## src/rtl/cp0_exc_ctrl_if.sv

```systemverilog
// cp0_exc_ctrl_if: M-stage pipeline <-> CP0 signal bundle
interface cp0_exc_ctrl_if;
    logic        valid_M;
    logic [31:0] PC_M;
    logic        BD_M;
    logic [4:0]  ExcCode_M;
    logic [5:0]  HWInt;
    logic [4:0]  cp0_addr;
    logic        cp0_we;
    logic [31:0] cp0_wd;
    logic        eret_M;
    logic [31:0] cp0_rd;
    logic [31:0] EPC;
    logic        IntReq;
    logic        flush;
    logic [31:0] redirect_pc;
    modport master (
        output valid_M, PC_M, BD_M, ExcCode_M, HWInt, cp0_addr, cp0_we, cp0_wd, eret_M,
        input  cp0_rd, EPC, IntReq, flush, redirect_pc
    );
    modport slave (
        input  valid_M, PC_M, BD_M, ExcCode_M, HWInt, cp0_addr, cp0_we, cp0_wd, eret_M,
        output cp0_rd, EPC, IntReq, flush, redirect_pc
    );
endinterface

```

## src/rtl/cp0_exc_ctrl.sv

```systemverilog
// cp0_exc_ctrl: CP0 registers plus exception/interrupt sequencing at the M stage
module cp0_exc_ctrl #(
    parameter logic [31:0] PRID      = 32'h2020_1215,
    parameter logic [31:0] EXC_ENTRY = 32'h0000_4180
) (
    input logic clk,
    input logic reset,
    cp0_exc_ctrl_if.slave bus
);
    logic [5:0]  im, ip;
    logic        exl, ie, bd;
    logic [4:0]  exc_code;
    logic [31:0] epc, sr, cause, pc_al, epc_next;
    logic        int_pend, exc_pend, int_req;

    assign int_pend = |(bus.HWInt & im) & ie & ~exl;
    assign exc_pend = (bus.ExcCode_M != 5'd0) & ~exl;
    assign int_req  = bus.valid_M & (int_pend | exc_pend);
    assign sr       = {16'b0, im, 8'b0, exl, ie};
    assign cause    = {bd, 15'b0, ip, 3'b0, exc_code, 2'b0};
    assign pc_al    = {bus.PC_M[31:2], 2'b00};
    assign epc_next = bus.BD_M ? pc_al - 32'd4 : pc_al;

    assign bus.IntReq      = int_req;
    assign bus.flush       = int_req | bus.eret_M;
    assign bus.EPC         = epc;
    assign bus.redirect_pc = int_req ? EXC_ENTRY : epc;

    always_comb begin
        bus.cp0_rd = bus.cp0_addr == 5'd12 ? sr :
                     bus.cp0_addr == 5'd13 ? cause :
                     bus.cp0_addr == 5'd14 ? epc :
                     bus.cp0_addr == 5'd15 ? PRID : 32'd0;
    end

    always_ff @(posedge clk) begin
        if (reset) begin
            im       <= '0;
            exl      <= 1'b0;
            ie       <= 1'b0;
            bd       <= 1'b0;
            ip       <= '0;
            exc_code <= '0;
            epc      <= '0;
        end else begin
            ip <= bus.HWInt;
            if (int_req) begin
                // interrupt outranks a synchronous exception; the mtc0 in M is cancelled
                exl      <= 1'b1;
                exc_code <= int_pend ? 5'd0 : bus.ExcCode_M;
                bd       <= bus.BD_M;
                epc      <= epc_next;
            end else begin
                if (bus.cp0_we && bus.cp0_addr == 5'd12) begin
                    im  <= bus.cp0_wd[15:10];
                    exl <= bus.cp0_wd[1];
                    ie  <= bus.cp0_wd[0];
                end
                if (bus.cp0_we && bus.cp0_addr == 5'd14)
                    epc <= {bus.cp0_wd[31:2], 2'b00};
                if (bus.eret_M)
                    exl <= 1'b0;
            end
        end
    end
endmodule
```

## src/flat_wrapper.sv

```systemverilog
// flat-port wrapper written by rule: the top's interface ports become plain ports
module cp0_exc_ctrl_flat 
#(
    parameter logic [31:0] PRID      = 32'h2020_1215,
    parameter logic [31:0] EXC_ENTRY = 32'h0000_4180
)
  (clk, reset, bus_valid_M, bus_PC_M, bus_BD_M, bus_ExcCode_M, bus_HWInt, bus_cp0_addr, bus_cp0_we, bus_cp0_wd, bus_eret_M, bus_cp0_rd, bus_EPC, bus_IntReq, bus_flush, bus_redirect_pc);
  cp0_exc_ctrl_if bus_i ();
  input logic clk;
  input logic reset;
  input wire logic [$bits(bus_i.valid_M)-1:0] bus_valid_M;
  input wire logic [$bits(bus_i.PC_M)-1:0] bus_PC_M;
  input wire logic [$bits(bus_i.BD_M)-1:0] bus_BD_M;
  input wire logic [$bits(bus_i.ExcCode_M)-1:0] bus_ExcCode_M;
  input wire logic [$bits(bus_i.HWInt)-1:0] bus_HWInt;
  input wire logic [$bits(bus_i.cp0_addr)-1:0] bus_cp0_addr;
  input wire logic [$bits(bus_i.cp0_we)-1:0] bus_cp0_we;
  input wire logic [$bits(bus_i.cp0_wd)-1:0] bus_cp0_wd;
  input wire logic [$bits(bus_i.eret_M)-1:0] bus_eret_M;
  output wire logic [$bits(bus_i.cp0_rd)-1:0] bus_cp0_rd;
  output wire logic [$bits(bus_i.EPC)-1:0] bus_EPC;
  output wire logic [$bits(bus_i.IntReq)-1:0] bus_IntReq;
  output wire logic [$bits(bus_i.flush)-1:0] bus_flush;
  output wire logic [$bits(bus_i.redirect_pc)-1:0] bus_redirect_pc;
  assign bus_i.valid_M = bus_valid_M;
  assign bus_i.PC_M = bus_PC_M;
  assign bus_i.BD_M = bus_BD_M;
  assign bus_i.ExcCode_M = bus_ExcCode_M;
  assign bus_i.HWInt = bus_HWInt;
  assign bus_i.cp0_addr = bus_cp0_addr;
  assign bus_i.cp0_we = bus_cp0_we;
  assign bus_i.cp0_wd = bus_cp0_wd;
  assign bus_i.eret_M = bus_eret_M;
  assign bus_cp0_rd = bus_i.cp0_rd;
  assign bus_EPC = bus_i.EPC;
  assign bus_IntReq = bus_i.IntReq;
  assign bus_flush = bus_i.flush;
  assign bus_redirect_pc = bus_i.redirect_pc;
  cp0_exc_ctrl #(.PRID(PRID), .EXC_ENTRY(EXC_ENTRY)) u_core (.clk(clk), .reset(reset), .bus(bus_i));
endmodule
```

## config.mk

```make
export PLATFORM = sky130hd
export DESIGN_NAME = cp0_exc_ctrl_flat
export DESIGN_NICKNAME = d
export VERILOG_FILES = /design/src/rtl/cp0_exc_ctrl_if.sv /design/src/rtl/cp0_exc_ctrl.sv /design/src/flat_wrapper.sv
export SDC_FILE = /design/constraint.sdc
export NUM_CORES = 1
export LEC_CHECK = 0
export BUFFER_PORTS_ARGS = -buffer_cell sky130_fd_sc_hd__buf_2
export CAP_MARGIN = 20
export CORE_ASPECT_RATIO = 0.8
export CORE_UTILIZATION = 45
export CTS_CLUSTER_DIAMETER = 40
export DETAILED_ROUTE_END_ITERATION = 16
export PLACE_DENSITY_LB_ADDON = 0.08
export SETUP_SLACK_MARGIN = 0.3
export SLEW_MARGIN = 20
export SYNTH_ARGS = -nofsm -noshare
export SYNTH_HDL_FRONTEND = slang
export SYNTH_SLANG_ARGS = --single-unit
export TNS_END_PERCENT = 10
```

## constraint.sdc

```tcl
create_clock -name clk -period 3.48 [get_ports clk]
set_input_delay 0.348 -clock clk [delete_from_list [all_inputs] [get_ports clk]]
set_output_delay 0.348 -clock clk [all_outputs]
set_load 0.01 [all_outputs]
```

==> reports/qor_table.md <==
| Stage | Item | Reported |
|:---|:---|:---|
| run status | Outcome | finished clean |
| pwr | Maximum vdd ir drop | 0.152 mV |
| sta | Final count of negative-setup-slack endpoints | 0 |
| floorplanning | Total Die Area | 7600 µm² |
| detailed routing | WL per Instance | 15.8 µm |
| yosys | Cell count after synthesis | 413 |
| detailed routing | Via Count | 3601 |
| yosys | Primary flip-flop cell chosen by synthesis mapping | sky130_fd_sc_hd__dfxtp_1 |
| clock tree | Post-CTS Resized | 0 |
| pwr | Net switching power | 430 µW |
| clock tree | Root buffer selected by CTS | sky130_fd_sc_hd__clkbuf_8 |
| yosys | Number of synthesized register bits | 50 |
| yosys | Ranking of synthesized cells by instance count | 50 x sky130_fd_sc_hd__dfxtp_1, 44 x sky130_fd_sc_hd__a211oi_1, 44 x sky130_fd_sc_hd__nor2_1 |
| floorplanning | Initial core utilization | 46.9% |
| sta | Number of hold violations in the final report | 0 |
| worst setup path | Arr. time, crit path | 2160 ps |
| worst setup path | Largest fanout on the critical path | 35 |
| yosys | Top area cells in the synthesized netlist | sky130_fd_sc_hd__dfxtp_1 31%, sky130_fd_sc_hd__a211oi_1 10%, sky130_fd_sc_hd__mux2i_1 7.0% |
| worst setup path | Crit Path Class | reg -> out |
| grt | Overall routing resource usage | 26.6% |
| worst setup path | Startpoint Class | flop |
| yosys | Proportion of synthesized flip-flops having asynchronous set or reset | 0% |
| detailed routing | DRC violation count after routing | 0 |
| floorplanning | Horizontal die dimension | 97.2 µm |
| pwr | Sequential Power Share | 45.5% |
| sta | Maximum frequency from static timing analysis | 0.398 GHz |
| sta | Measured slew at the worst slew-check pin | 979 ps |
| clock tree | Clock Pin Slew Worst Setup and Hold Paths | 90 ps |
| floorplanning | Count of standard-cell rows | 27 |
| floorplanning | Number of top-level design ports | 184 |
| detailed routing | Number of violations reported at the end of detailed-routing iteration 0 | 185 |
| grt | Remaining Overflow, GRT | 0 |
| sta | Min Tclk post-route | 2510 ps |
| pwr | Leakage power figure | 1.99 nW |
| yosys | Register area share after synthesis | 30.7% |
| pwr | Internal power of the cells | 991 µW |
| sta | Final Hold Slack | 269 ps |
| clock tree | Post-CTS Hold Fix Bufs | 0 |
| worst setup path | Endpoint class of the critical path | primary output |
| yosys | Average size of a mapped cell | 7.91 µm² |
| pwr | Clock power frac | 29.0% |
| pwr | Switching share of power | 30.3% |
| clock tree | Post-CTS Repair Setup Buffers | 0 |
| cells and area | Count of inserted antenna diode cells | 0 |
| sta | RSZ-0062 raised after global routing | false |
| worst hold path | Hold WC Path Type | in -> reg |
| sta | Total Neg Setup Slack | 0 ps |
| place | Port Buffers | 177 |
| clock tree | Number of clock sinks | 50 |
| yosys | Unique masters post-synth | 44 |
| pwr | Share of total power in combinational logic | 25.5% |
| pwr | Total power divided by cell area | 330 nW/µm² |
| grt | Number of antenna violations at the first check in global routing | 0 |
| grt | Global-route wire length before repair | 16.3 mm |
| clock tree | CTS tree | yes |
| sta | Fraction of the cycle the final worst path needs | 72.2% |
| detailed routing | Number of search-and-repair iterations in the first detailed-routing pass | 5 |
| cells and area | Relative area change from synthesis to final layout | 31.8% |
| run | Max-cap violations | 0 |
| cells and area | Fraction of layout instances using a drive strength above 1 | 34.3% |
| yosys | Post-synth design cell area | 3270 µm² |
| yosys | Count leader, synth | sky130_fd_sc_hd__dfxtp_1 |
| clock tree | # H-tree levels | 2 |
| clock tree | Clock insertion delay at the later pin of the skew report | 300 ps |
| yosys | Proportion of netlist area held by the largest area contributor | 30.7% |
| yosys | Leading area contributor after synthesis | sky130_fd_sc_hd__dfxtp_1 |
| cells and area | Count of nets after finishing | 658 |
| detailed routing | Total Routed Length | 10.4 mm |
| sta | Max-slew violation total from the final report | 0 |
| place | Final weighted congestion in routability-driven placement | 0.946 |
| place | HPWL after DPL | 7.69 mm |
| yosys | Post-synth EDFFs | 0 |
| floorplanning | Area inside the core boundary | 6960 µm² |
| floorplanning | Chip height | 78.2 µm |
| detailed routing | Final antenna-violating net count | 0 |
| clock tree | Number of buffers created by CTS | 5 |
| grt | Largest net degree at the start of global routing | 55 |
| yosys | Ys Warns | 0 |
| sta | Worst Skew | 7.28 ps |
| worst setup path | Required time worst endpoint | 3130 ps |
| detailed routing | Vias per inst | 5.46 |
| grt | Number of global-route vias before repair | 3161 |
| sta | Headroom to the max-slew limit | 34.7% |
| clock tree | Max clock buf depth | 2 |
==> registers in the layout, indices dropped and copies added (netlist names) <==
register / count
u_core.bd: 1
u_core.im: 6
u_core.exl: 1
u_core.ip: 6
u_core.bus.EPC: 30
u_core.ie: 1
u_core.exc_code: 5
==> power groups by stage <==
stage,combinational [mW],sequential [mW],clock (mW)
2_1_floorplan,0.192,0.664,0
3_3_place_gp,0.357,0.657,0
5_1_grt,0.399,0.652,0.444
6_report,0.362,0.647,0.412
4_1_cts,0.363,0.647,0.420
3_5_place_dp,0.362,0.660,0
==> per-stage QoR <==
| stage | setup WS [ps] | cells | util (%) | power (mW) | cell area (µm²) |
|---|---|---|---|---|---|
| global route | 781 | 659 | 61.8 | 1.50 | 4300 |
| global placement | 724 | 651 | 60.3 | 1.01 | 4200 |
| CTS | 961 | 659 | 61.8 | 1.43 | 4300 |
| floorplan | 922 | 416 | - | 0.856 | 3280 |
| finish | 969 | 659 | 61.8 | 1.42 | 4300 |
| detailed placement | 669 | 651 | 60.3 | 1.02 | 4200 |
==> layout make-up <==
cell class / count / area, µm²
clock inverter: 1 / 30.0
multi-input combinational: 323 / 2110
tap: 87 / 109
clock buffer: 7 / 76.3
sequential: 50 / 1000
timing repair buffer: 185 / 958
fill: 697 / 2660
inverter: 6 / 22.5
==> cell usage in the layout, fill, tap and decap left out, types with 2 or more instances in the layout <==
cell type                  Yosys  routed
sky130_fd_sc_hd__buf_2         1     177
sky130_fd_sc_hd__dfxtp_1      50      50
sky130_fd_sc_hd__a211oi_1     44      44
sky130_fd_sc_hd__nor2_1       44      43
sky130_fd_sc_hd__nor2b_1      31      31
sky130_fd_sc_hd__and2_1       27      27
sky130_fd_sc_hd__mux2i_1      23      23
sky130_fd_sc_hd__xnor2_1      19      19
sky130_fd_sc_hd__a21oi_1      18      18
sky130_fd_sc_hd__and3_1       17      16
sky130_fd_sc_hd__nor3_1       15      15
sky130_fd_sc_hd__nand2_1      13      13
sky130_fd_sc_hd__nor4_1        9       9
sky130_fd_sc_hd__a22oi_1       7       7
sky130_fd_sc_hd__buf_4         4       7
sky130_fd_sc_hd__a311oi_1      6       6
sky130_fd_sc_hd__or3_1         6       6
sky130_fd_sc_hd__inv_1         5       5
sky130_fd_sc_hd__nand3b_1      5       5
sky130_fd_sc_hd__clkbuf_8      0       5
sky130_fd_sc_hd__nand2b_1      4       4
sky130_fd_sc_hd__conb_1        1       4
sky130_fd_sc_hd__o21ai_0       3       3
sky130_fd_sc_hd__nand4_1       3       3
sky130_fd_sc_hd__o31ai_1       3       3
sky130_fd_sc_hd__xor2_1        3       3
sky130_fd_sc_hd__o31a_1        3       3
sky130_fd_sc_hd__nor4b_1       2       2
sky130_fd_sc_hd__or4_1         2       2
sky130_fd_sc_hd__clkbuf_1     26       2
==> kinds of logic (layout without fill, tap and decap cells) <==
group	count (synthesis)	in the layout	synth area share (%)
flip-flops	50	50	30.7
buffers and inverters	43	199	5.48
adder cells (fa/ha/maj)	1	1	0.383
AO/OA/AOI/OAI	88	88	19.0
AND/OR/NAND/NOR	185	185	31.5
multiplexers	23	23	7.05
XOR/XNOR	22	22	5.90
other	1	4	0.115
==> worst paths after layout <==
check / slack [ps] / endpoint / cells past startpoint / from
worst max-delay path: 970 / bus_IntReq / 5 / u_core.exl$_SDFFE_PP0P_
worst max register to register: 1190 / u_core.bus.EPC[10]$_SDFFE_PP0P_ / 7 / u_core.exl$_SDFFE_PP0P_
worst min-delay path: 270 / u_core.ip[1]$_SDFF_PP0_ / 2 / bus_HWInt[1]
worst min register to register: 460 / u_core.exc_code[0]$_SDFFE_PP0P_ / 2 / u_core.exc_code[0]$_SDFFE_PP0P_
==> worst max-delay path, stage by stage, from the launching register on <==
cell and delay [ps]:
sky130_fd_sc_hd__dfxtp_1 350, sky130_fd_sc_hd__nand2b_1 210, sky130_fd_sc_hd__a21oi_1 480, sky130_fd_sc_hd__nor2_4 80
sky130_fd_sc_hd__inv_2 480, sky130_fd_sc_hd__buf_2 240
==> routing by layer <==
metal	vias up	global-route usage, %	wire [µm]
met3	9	4.36	722
li1	1784	-	-
met5	-	0	0
met1	1653	38.8	5070
met4	0	5.74	90
met2	155	41.3	4550
No activity file was read; power rests on OpenSTA's default activity.
